## config.mk

```make
export PLATFORM = sky130hd
export DESIGN_NAME = conv_psum_accum
export DESIGN_NICKNAME = d
export VERILOG_FILES = /design/src/rtl/conv_psum_accum.sv
export SDC_FILE = /design/constraint.sdc
export NUM_CORES = 1
export LEC_CHECK = 0
export CAP_MARGIN = 20
export CORE_MARGIN = 2
export CORE_UTILIZATION = 30
export DETAILED_ROUTE_END_ITERATION = 10
export GPL_TIMING_DRIVEN = 0
export PLACE_DENSITY = 0.51
export SYNTH_ARGS = -nofsm -noshare
export SYNTH_HDL_FRONTEND = slang
export SYNTH_SLANG_ARGS = --single-unit
```

## constraint.sdc

```tcl
create_clock -name clk -period 6.4 [get_ports clk]
set_input_delay 1.28 -clock clk [delete_from_list [all_inputs] [get_ports clk]]
set_output_delay 1.28 -clock clk [all_outputs]
set_load 0.03 [all_outputs]
```

## src/rtl/conv_psum_accum.sv

```systemverilog
// Per-channel multiply-accumulate over one convolution window (KERNEL_TAPS taps).
// Emits three signed partial sums plus the window bias on a valid/ready output register.
//   state    | meaning
//   ST_FIRST | waiting for tap 0 of a window; the product loads the accumulator, bias_in is captured
//   ST_ACC   | taps 1..KERNEL_TAPS-1; the final tap loads the output register
module conv_psum_accum #(
    parameter int KERNEL_TAPS = 9,
    parameter int PIX_W       = 8,
    parameter int WGT_W       = 16,
    parameter int SUM_W       = 29
) (
    input  logic                    clk,
    input  logic                    rst_n,
    input  logic                    flush,
    input  logic                    in_valid,
    output logic                    in_ready,
    input  logic [PIX_W-1:0]        pix_r,
    input  logic [PIX_W-1:0]        pix_g,
    input  logic [PIX_W-1:0]        pix_b,
    input  logic signed [WGT_W-1:0] wgt_r,
    input  logic signed [WGT_W-1:0] wgt_g,
    input  logic signed [WGT_W-1:0] wgt_b,
    input  logic signed [WGT_W-1:0] bias_in,
    output logic                    out_valid,
    input  logic                    out_ready,
    output logic signed [SUM_W-1:0] add_outR,
    output logic signed [SUM_W-1:0] add_outG,
    output logic signed [SUM_W-1:0] add_outB,
    output logic signed [WGT_W-1:0] bias_out
);

    localparam int CNT_W = $clog2(KERNEL_TAPS);
    localparam int PRD_W = PIX_W + WGT_W + 1;
    localparam logic [CNT_W-1:0] LAST_TAP = CNT_W'(KERNEL_TAPS - 1);

    typedef enum logic {ST_FIRST, ST_ACC} state_t;

    state_t                  state, state_nxt;
    logic [CNT_W-1:0]        tap_cnt, cnt_nxt;
    logic signed [SUM_W-1:0] acc_r, acc_g, acc_b;
    logic signed [SUM_W-1:0] acc_r_nxt, acc_g_nxt, acc_b_nxt;
    logic signed [SUM_W-1:0] prod_r, prod_g, prod_b;
    logic signed [SUM_W-1:0] sum_r, sum_g, sum_b;
    logic signed [WGT_W-1:0] bias_cap, bias_cap_nxt;
    logic                    is_last, accept, load_out;

    // Unsigned pixel times signed weight, computed at full product width then sign-extended.
    function automatic logic signed [SUM_W-1:0] ext_prod(
        input logic [PIX_W-1:0]        p,
        input logic signed [WGT_W-1:0] w
    );
        logic signed [PRD_W-1:0] p_ext, w_ext, prod;
        p_ext = {{(WGT_W+1){1'b0}}, p};
        w_ext = {{(PIX_W+1){w[WGT_W-1]}}, w};
        prod  = p_ext * w_ext;
        return {{(SUM_W-PRD_W){prod[PRD_W-1]}}, prod};
    endfunction

    assign prod_r = ext_prod(pix_r, wgt_r);
    assign prod_g = ext_prod(pix_g, wgt_g);
    assign prod_b = ext_prod(pix_b, wgt_b);
    assign sum_r  = acc_r + prod_r;
    assign sum_g  = acc_g + prod_g;
    assign sum_b  = acc_b + prod_b;

    // Only the final tap can stall, and only while the previous result is still unclaimed.
    assign is_last  = (tap_cnt == LAST_TAP);
    assign in_ready = !(is_last && out_valid && !out_ready);
    assign accept   = in_valid && in_ready && !flush;

    always_comb begin
        state_nxt    = state;
        cnt_nxt      = tap_cnt;
        acc_r_nxt    = acc_r;
        acc_g_nxt    = acc_g;
        acc_b_nxt    = acc_b;
        bias_cap_nxt = bias_cap;
        load_out     = 1'b0;
        if (flush) begin
            state_nxt = ST_FIRST;
            cnt_nxt   = '0;
        end else if (accept) begin
            case (state)
                ST_FIRST: begin
                    acc_r_nxt    = prod_r;
                    acc_g_nxt    = prod_g;
                    acc_b_nxt    = prod_b;
                    bias_cap_nxt = bias_in;
                    cnt_nxt      = CNT_W'(1);
                    state_nxt    = ST_ACC;
                end
                ST_ACC: begin
                    if (is_last) begin
                        load_out  = 1'b1;
                        cnt_nxt   = '0;
                        state_nxt = ST_FIRST;
                    end else begin
                        acc_r_nxt = sum_r;
                        acc_g_nxt = sum_g;
                        acc_b_nxt = sum_b;
                        cnt_nxt   = tap_cnt + CNT_W'(1);
                    end
                end
                default: begin
                    state_nxt = ST_FIRST;
                    cnt_nxt   = '0;
                end
            endcase
        end
    end

    always_ff @(posedge clk or negedge rst_n) begin
        if (!rst_n) begin
            state    <= ST_FIRST;
            tap_cnt  <= '0;
            acc_r    <= '0;
            acc_g    <= '0;
            acc_b    <= '0;
            bias_cap <= '0;
        end else begin
            state    <= state_nxt;
            tap_cnt  <= cnt_nxt;
            acc_r    <= acc_r_nxt;
            acc_g    <= acc_g_nxt;
            acc_b    <= acc_b_nxt;
            bias_cap <= bias_cap_nxt;
        end
    end

    // A result loading on the same edge as a consume keeps out_valid high.
    always_ff @(posedge clk or negedge rst_n) begin
        if (!rst_n) begin
            out_valid <= 1'b0;
            add_outR  <= '0;
            add_outG  <= '0;
            add_outB  <= '0;
            bias_out  <= '0;
        end else if (load_out) begin
            out_valid <= 1'b1;
            add_outR  <= sum_r;
            add_outG  <= sum_g;
            add_outB  <= sum_b;
            bias_out  <= bias_cap;
        end else if (out_valid && out_ready) begin
            out_valid <= 1'b0;
        end
    end

endmodule

```

==> flow_metrics.env, run 1 <==
export IMPL_status="complete, but fails checks"
export IMPL_failed_checks="setup timing"
export IMPL_tns_ns=-16.38
export IMPL_dpl_cell_area_sq_um=30800
export IMPL_routed_wl_um=82100
export IMPL_coreArea_sq_um=86900
export IMPL_clk_latency_ns=0.57
export IMPL_stdcell_area_sq_um=35700
export IMPL_dp_hpwl_um=63300
export IMPL_critPathSlowestCell="fa_1"
export IMPL_grt_ovfl_total=0
export IMPL_cts_root_buf="clkbuf_16"
export IMPL_tightest_slew_ns=1.11
export IMPL_relSlewSlack_pct=26.1
export IMPL_cts_tree="built"
export IMPL_crit_fanout=7
export IMPL_start_util_pct=30.3
export IMPL_setup_viol=52
export IMPL_hold_viol=0
export IMPL_hold_class="reg -> reg"
export IMPL_synth_seq_cells=212
export IMPL_via_count=22046
export IMPL_crit_path_end_kind="flip-flop"
export IMPL_worstPathRequired_ns=6.81
export IMPL_syn_nets=3632
export IMPL_cap_violations=0
export IMPL_slowest_delay_ns=0.53
export IMPL_grt_pass1_vias=22806
export IMPL_die_h_um=300
export IMPL_period_needed_ns=7.18
export IMPL_wl_per_cell_um=17.8
export IMPL_drive_above_1_share_pct=24.2
export IMPL_finalCritPeriodShare_pct=112
export IMPL_synth_ff_type="dfrtp_1"
export IMPL_grt_max_degree=95
export IMPL_holdWs_ns=0.476
export IMPL_syn_area_per_cell_sq_um=8.83
export IMPL_cp_start_kind="input pin"
export IMPL_synth_edf_count=0
export IMPL_clk_pin_slew_ns=0.06
export IMPL_die_x_um=300
export IMPL_area_growth_pct=35.2
export IMPL_clock_path_buffers=3
export IMPL_dr_pass1_iters=5
export IMPL_htree_levels=1
export IMPL_max_freq_ghz=0.139
export IMPL_dr_first_iter_drc_count=1164
export IMPL_antenna_found_initial=4
export IMPL_arrival_ns=7.59
export IMPL_dieArea_sq_um=90300
export IMPL_grtUsageTotal_pct=18.0
export IMPL_post_place_ws_ns=-2.49
export IMPL_synthArstFlopShare_pct=100
export IMPL_cp_common_cell="fa_1"
export IMPL_grt_first_pass_wirelength_um=128000
export IMPL_io_pins=198
export IMPL_drc=0
export IMPL_gp_congestion=0.843
export IMPL_port_buffers=194
export IMPL_routed_via_density=4.79
export IMPL_skew_ns=0.0339
export IMPL_slew_viol_final=0
export IMPL_syn_area_sq_um=26400
export IMPL_setup_slack_ns=-0.775
export IMPL_critical_path_class="in -> reg"
export IMPL_final_nets=4075
export IMPL_numCtsBuffers=26
export IMPL_cts_sinks=212
export IMPL_syn_inst=2988
export IMPL_rsz0062_at_grt="yes"
export IMPL_yosys_cell_types_count=71
export IMPL_ys_warn_count=0
export IMPL_final_antenna_net_count=0
export IMPL_ys_seq_area_share_pct=20.1
export IMPL_rows=108
## worst paths after layout
path                               from            to  slack, ns  depth (start not counted)
setup / recovery               pix_r[3]  add_outR[28]      -0.78                         27
hold / removal             add_outG[16]  add_outG[16]       0.48                          2
setup reg to reg             tap_cnt[0]  add_outR[14]       2.02                         10
hold reg to reg            add_outG[16]  add_outG[16]       0.48                          2
max in group asynchronous         rst_n     acc_b[20]       4.51                          3
min in group asynchronous         rst_n  add_outR[11]       0.61                          1
## sequential cells by signal (all words and copies together), names as in the netlist
register	cells
acc_b	29
acc_g	29
acc_r	29
add_outB	29
add_outG	29
add_outR	29
bias_cap	16
bias_out	16
tap_cnt	4
out_valid	1
state	1
## what timing repair did
item	in CTS	in global routing
buffers inserted	168	66
endpoints found under the setup margin	109	82
pin swaps	186	203
gates cloned	4	0
gates resized for setup	611	261
hold buffers	0	0
## cell families after synthesis
group / synth area share [%]
flip-flops: 20.1
AND/OR/NAND/NOR: 15.3
AO/OA/AOI/OAI: 13.7
buffers and inverters: 8.13
multiplexers: 3.07
adder cells (fa/ha/maj): 34.9
XOR/XNOR: 4.72
## placed cells by master, fill, tap and decap left out, drive strengths merged, types with 107 or more instances in the layout
cell type / instances
clkbuf: 109
buf: 287
o21ai: 191
inv: 485
ha: 242
clkdlybuf4s50: 124
nand2: 413
nor2: 107
a21oi: 148
fa: 309
dfrtp: 212
and2: 210
## routing by layer
metal	up-vias	track usage (%)	part of all wire (%)
li1	10554	-	-
met3	88	2.06	4.2
met4	4	3.81	1.9
met1	10963	24.9	46
met2	437	30.2	48
met5	-	0	0.028
## critical path: cells and delay by family
kind	cells	cell delay (ns)
buf+inv	7	0.81
compound gates	9	2.06
fa+ha+maj	6	2.55
simple gates	2	0.22
xor+xnor	3	0.65
## cell type report
type                       instances  area [sq um]
multi-input combinational       2206         21500
timing repair buffer             419          3980
fill                            8616         51200
buffer                            81           698
antenna                            1          2.50
clock inverter                    15           196
sequential                       212          5310
clock buffer                      33           707
tap                             1155          1450
inverter                         485          1830
## cells in the mapped netlist, types with 19 or more instances
library cell,instances,area (sq um)
mux2_2,55,619
and2_1,209,1310
xor2_1,51,447
nand2_1,413,1550
dfrtp_1,212,5310
o21a_1,29,218
clkbuf_1,74,278
o211ai_1,25,188
nor2_1,107,402
nand3_1,26,130
ha_1,242,3030
mux2i_1,19,190
o21bai_1,20,150
a21oi_1,148,741
o21ai_0,189,946
nor3_1,21,105
fa_1,309,6190
a211oi_1,19,143
a21o_1,58,435
and3_1,20,125
xnor2_1,91,797
inv_1,484,1820
## through the flow
stage / instances / utilization (%)
finish: 4607 / 41.0
global route: 4606 / 41.0
CTS: 4548 / 39.2
detailed placement: 4339 / 35.4
global placement: 4337 / 35.3
floorplan: 2988 / -
Power of run 1 is not shown: default switching activity piles up to over one toggle a cycle in this logic, so the estimate is an artifact.
==> run 2, diff against run 1 <==
--- a/config.mk
+++ b/config.mk
@@ -6,11 +6,14 @@
 export NUM_CORES = 1
 export LEC_CHECK = 0
 export CAP_MARGIN = 20
+export CELL_PAD_IN_SITES_DETAIL_PLACEMENT = 1
+export CELL_PAD_IN_SITES_GLOBAL_PLACEMENT = 1
+export CORE_ASPECT_RATIO = 0.7
 export CORE_MARGIN = 2
 export CORE_UTILIZATION = 30
 export DETAILED_ROUTE_END_ITERATION = 10
 export GPL_TIMING_DRIVEN = 0
-export PLACE_DENSITY = 0.51
+export PLACE_DENSITY = 0.62
 export SYNTH_ARGS = -nofsm -noshare
 export SYNTH_HDL_FRONTEND = slang
 export SYNTH_SLANG_ARGS = --single-unit
==> flow_metrics.env, run 2 (synthesis gave the netlist of run 1 again) <==
export IMPL_critPathSlowestCell="fa_1"
export IMPL_final_common_cell="inv_1"
export IMPL_worstPathRequired_ns=6.82
export IMPL_cp_top_family="adder cells"
export IMPL_dr_pass1_iters=5
export IMPL_n_fill_cell=9759
export IMPL_via_count=22680
export IMPL_grt_pass1_vias=23925
export IMPL_crit_fanout=5
export IMPL_dr_first_iter_drc_count=1222
export IMPL_grt_first_pass_wirelength_um=141000
export IMPL_final_nets=4061
export IMPL_hp_start="add_outR[11]"
export IMPL_antenna_found_initial=3
export IMPL_cp_depth=31
export IMPL_status="complete, but fails checks"
export IMPL_cts_tree="built"
export IMPL_cts_sinks=212
export IMPL_failed_checks="setup timing"
export IMPL_period_needed_ns=7.38
export IMPL_clock_path_buffers=3
export IMPL_numCtsBuffers=23
export IMPL_dp_hpwl_um=69800
export IMPL_hold_viol=0
export IMPL_grt_ovfl_total=0
export IMPL_skew_ns=0.0177
export IMPL_slowest_delay_ns=0.53
export IMPL_wl_per_cell_um=20.1
export IMPL_die_x_um=358
export IMPL_place_inst=4338
export IMPL_critPathLaunch="pix_r[2]"
export IMPL_min_to="add_outR[11]"
export IMPL_drive_above_1_share_pct=24.9
export IMPL_io_pins=198
export IMPL_setup_viol=68
export IMPL_rows=90
export IMPL_holdBufCountCts=0
export IMPL_die_h_um=252
export IMPL_slew_viol_final=0
export IMPL_cap_violations=0
export IMPL_drc=0
export IMPL_crit_path_end_kind="flip-flop"
export IMPL_grtUsageTotal_pct=20.0
export IMPL_reg2reg_depth=10
export IMPL_routed_via_density=4.95
export IMPL_rr_endpoint="add_outR[14]"
export IMPL_area_growth_pct=35.6
export IMPL_r2r_slack_ns=2.19
export IMPL_r2r_start="tap_cnt[0]"
export IMPL_tns_ns=-25.86
export IMPL_cp_common_cell="fa_1"
export IMPL_hold_class="reg -> reg"
export IMPL_max_freq_ghz=0.136
export IMPL_grt_max_degree=93
export IMPL_coreArea_sq_um=86600
export IMPL_start_util_pct=30.5
export IMPL_cts_root_buf="clkbuf_16"
export IMPL_critPathBufInv=7
export IMPL_rsz0062_at_grt="yes"
export IMPL_tightest_slew_ns=1.26
export IMPL_relSlewSlack_pct=15.7
export IMPL_post_place_ws_ns=-2.52
export IMPL_fin_cells=4585
export IMPL_htree_levels=1
export IMPL_clk_latency_ns=0.56
export IMPL_critical_path_class="in -> reg"
export IMPL_routed_wl_um=92100
export IMPL_arrival_ns=7.79
export IMPL_min_path_cells=2
export IMPL_clk_pin_slew_ns=0.07
export IMPL_port_buffers=194
export IMPL_cp_start_kind="input pin"
export IMPL_final_antenna_net_count=0
export IMPL_mostFrequentLayoutCells="442 x inv_1, 354 x nand2_1, 300 x fa_1, 212 x dfrtp_1, 204 x and2_1"
export IMPL_gp_congestion=0.837
export IMPL_setup_slack_ns=-0.976
export IMPL_dieArea_sq_um=90300
export IMPL_finalCritPeriodShare_pct=115
-- run 2: changes by cell type in the layout (fill, tap and decap cells not counted), sizes merged --
cell           change
clkbuf             -8
clkdlybuf4s15      -4
clkinvlp           -4
buf                -3
inv                +2
bufinv             +1
dlygate4sd2        -1
-- run 2: worst register-to-register path, delay by kind of cell (launching register included) --
kind          cells  cell delay, ns
buf+inv           3            1.61
mux               1            0.41
simple gates      5            1.51
flops             1            0.43
fa+ha+maj         1            0.14
-- run 2: how the worst max path moves through the flow --
stage	to	slack, ns
floorplan	add_outR[28]	-0.80
global placement	add_outG[10]	-5.79
detailed placement	add_outR[28]	-2.52
CTS	acc_r[28]	-0.91
global route	add_outR[26]	-1.10
finish	acc_r[27]	-0.98
-- run 2: timing repair --
| item | CTS | global route |
|---|---|---|
| setup endpoints to repair | 110 | 90 |
| gates resized for setup | 597 | 334 |
| setup buffers | 128 | 86 |
| pin swaps | 183 | 224 |
| gates cloned | 3 | 0 |
-- run 2: area by class of cell --
class	count	area [sq um]	area share (%)
flip-flops and latches	212	5310	14.8
clock buffers	28	624	1.75
well taps	1150	1440	4.02
inverters	485	1830	5.12
multi-input cells	2206	21800	61.0
clock inverters	14	205	0.574
diodes	1	2.50	0.00700
repair buffers	408	3810	10.7
plain buffers	81	717	2.01
-- run 2: layer usage --
| metal | part of all wire (%) | vias up | GRT usage (%) |
|---|---|---|---|
| met5 | 0.0087 | - | 0 |
| met4 | 1.1 | 2 | 2.21 |
| met3 | 4.6 | 71 | 2.86 |
| met2 | 44 | 399 | 30.7 |
| met1 | 50 | 11679 | 30.4 |
| li1 | - | 10529 | - |
-- run 2: stage by stage --
| step | hold slack, ns | utilization (%) | area (sq um) |
|---|---|---|---|
| 6_report | 0.480 | 41.3 | 35800 |
| 3_3_place_gp | 0.463 | 35.5 | 30700 |
| 3_5_place_dp | 0.471 | 35.6 | 30800 |
| 2_1_floorplan | 0.445 | - | 27300 |
| 4_1_cts | 0.484 | 39.1 | 33900 |
| 5_1_grt | 0.502 | 41.3 | 35800 |
Power of run 2 is left out for the same reason.
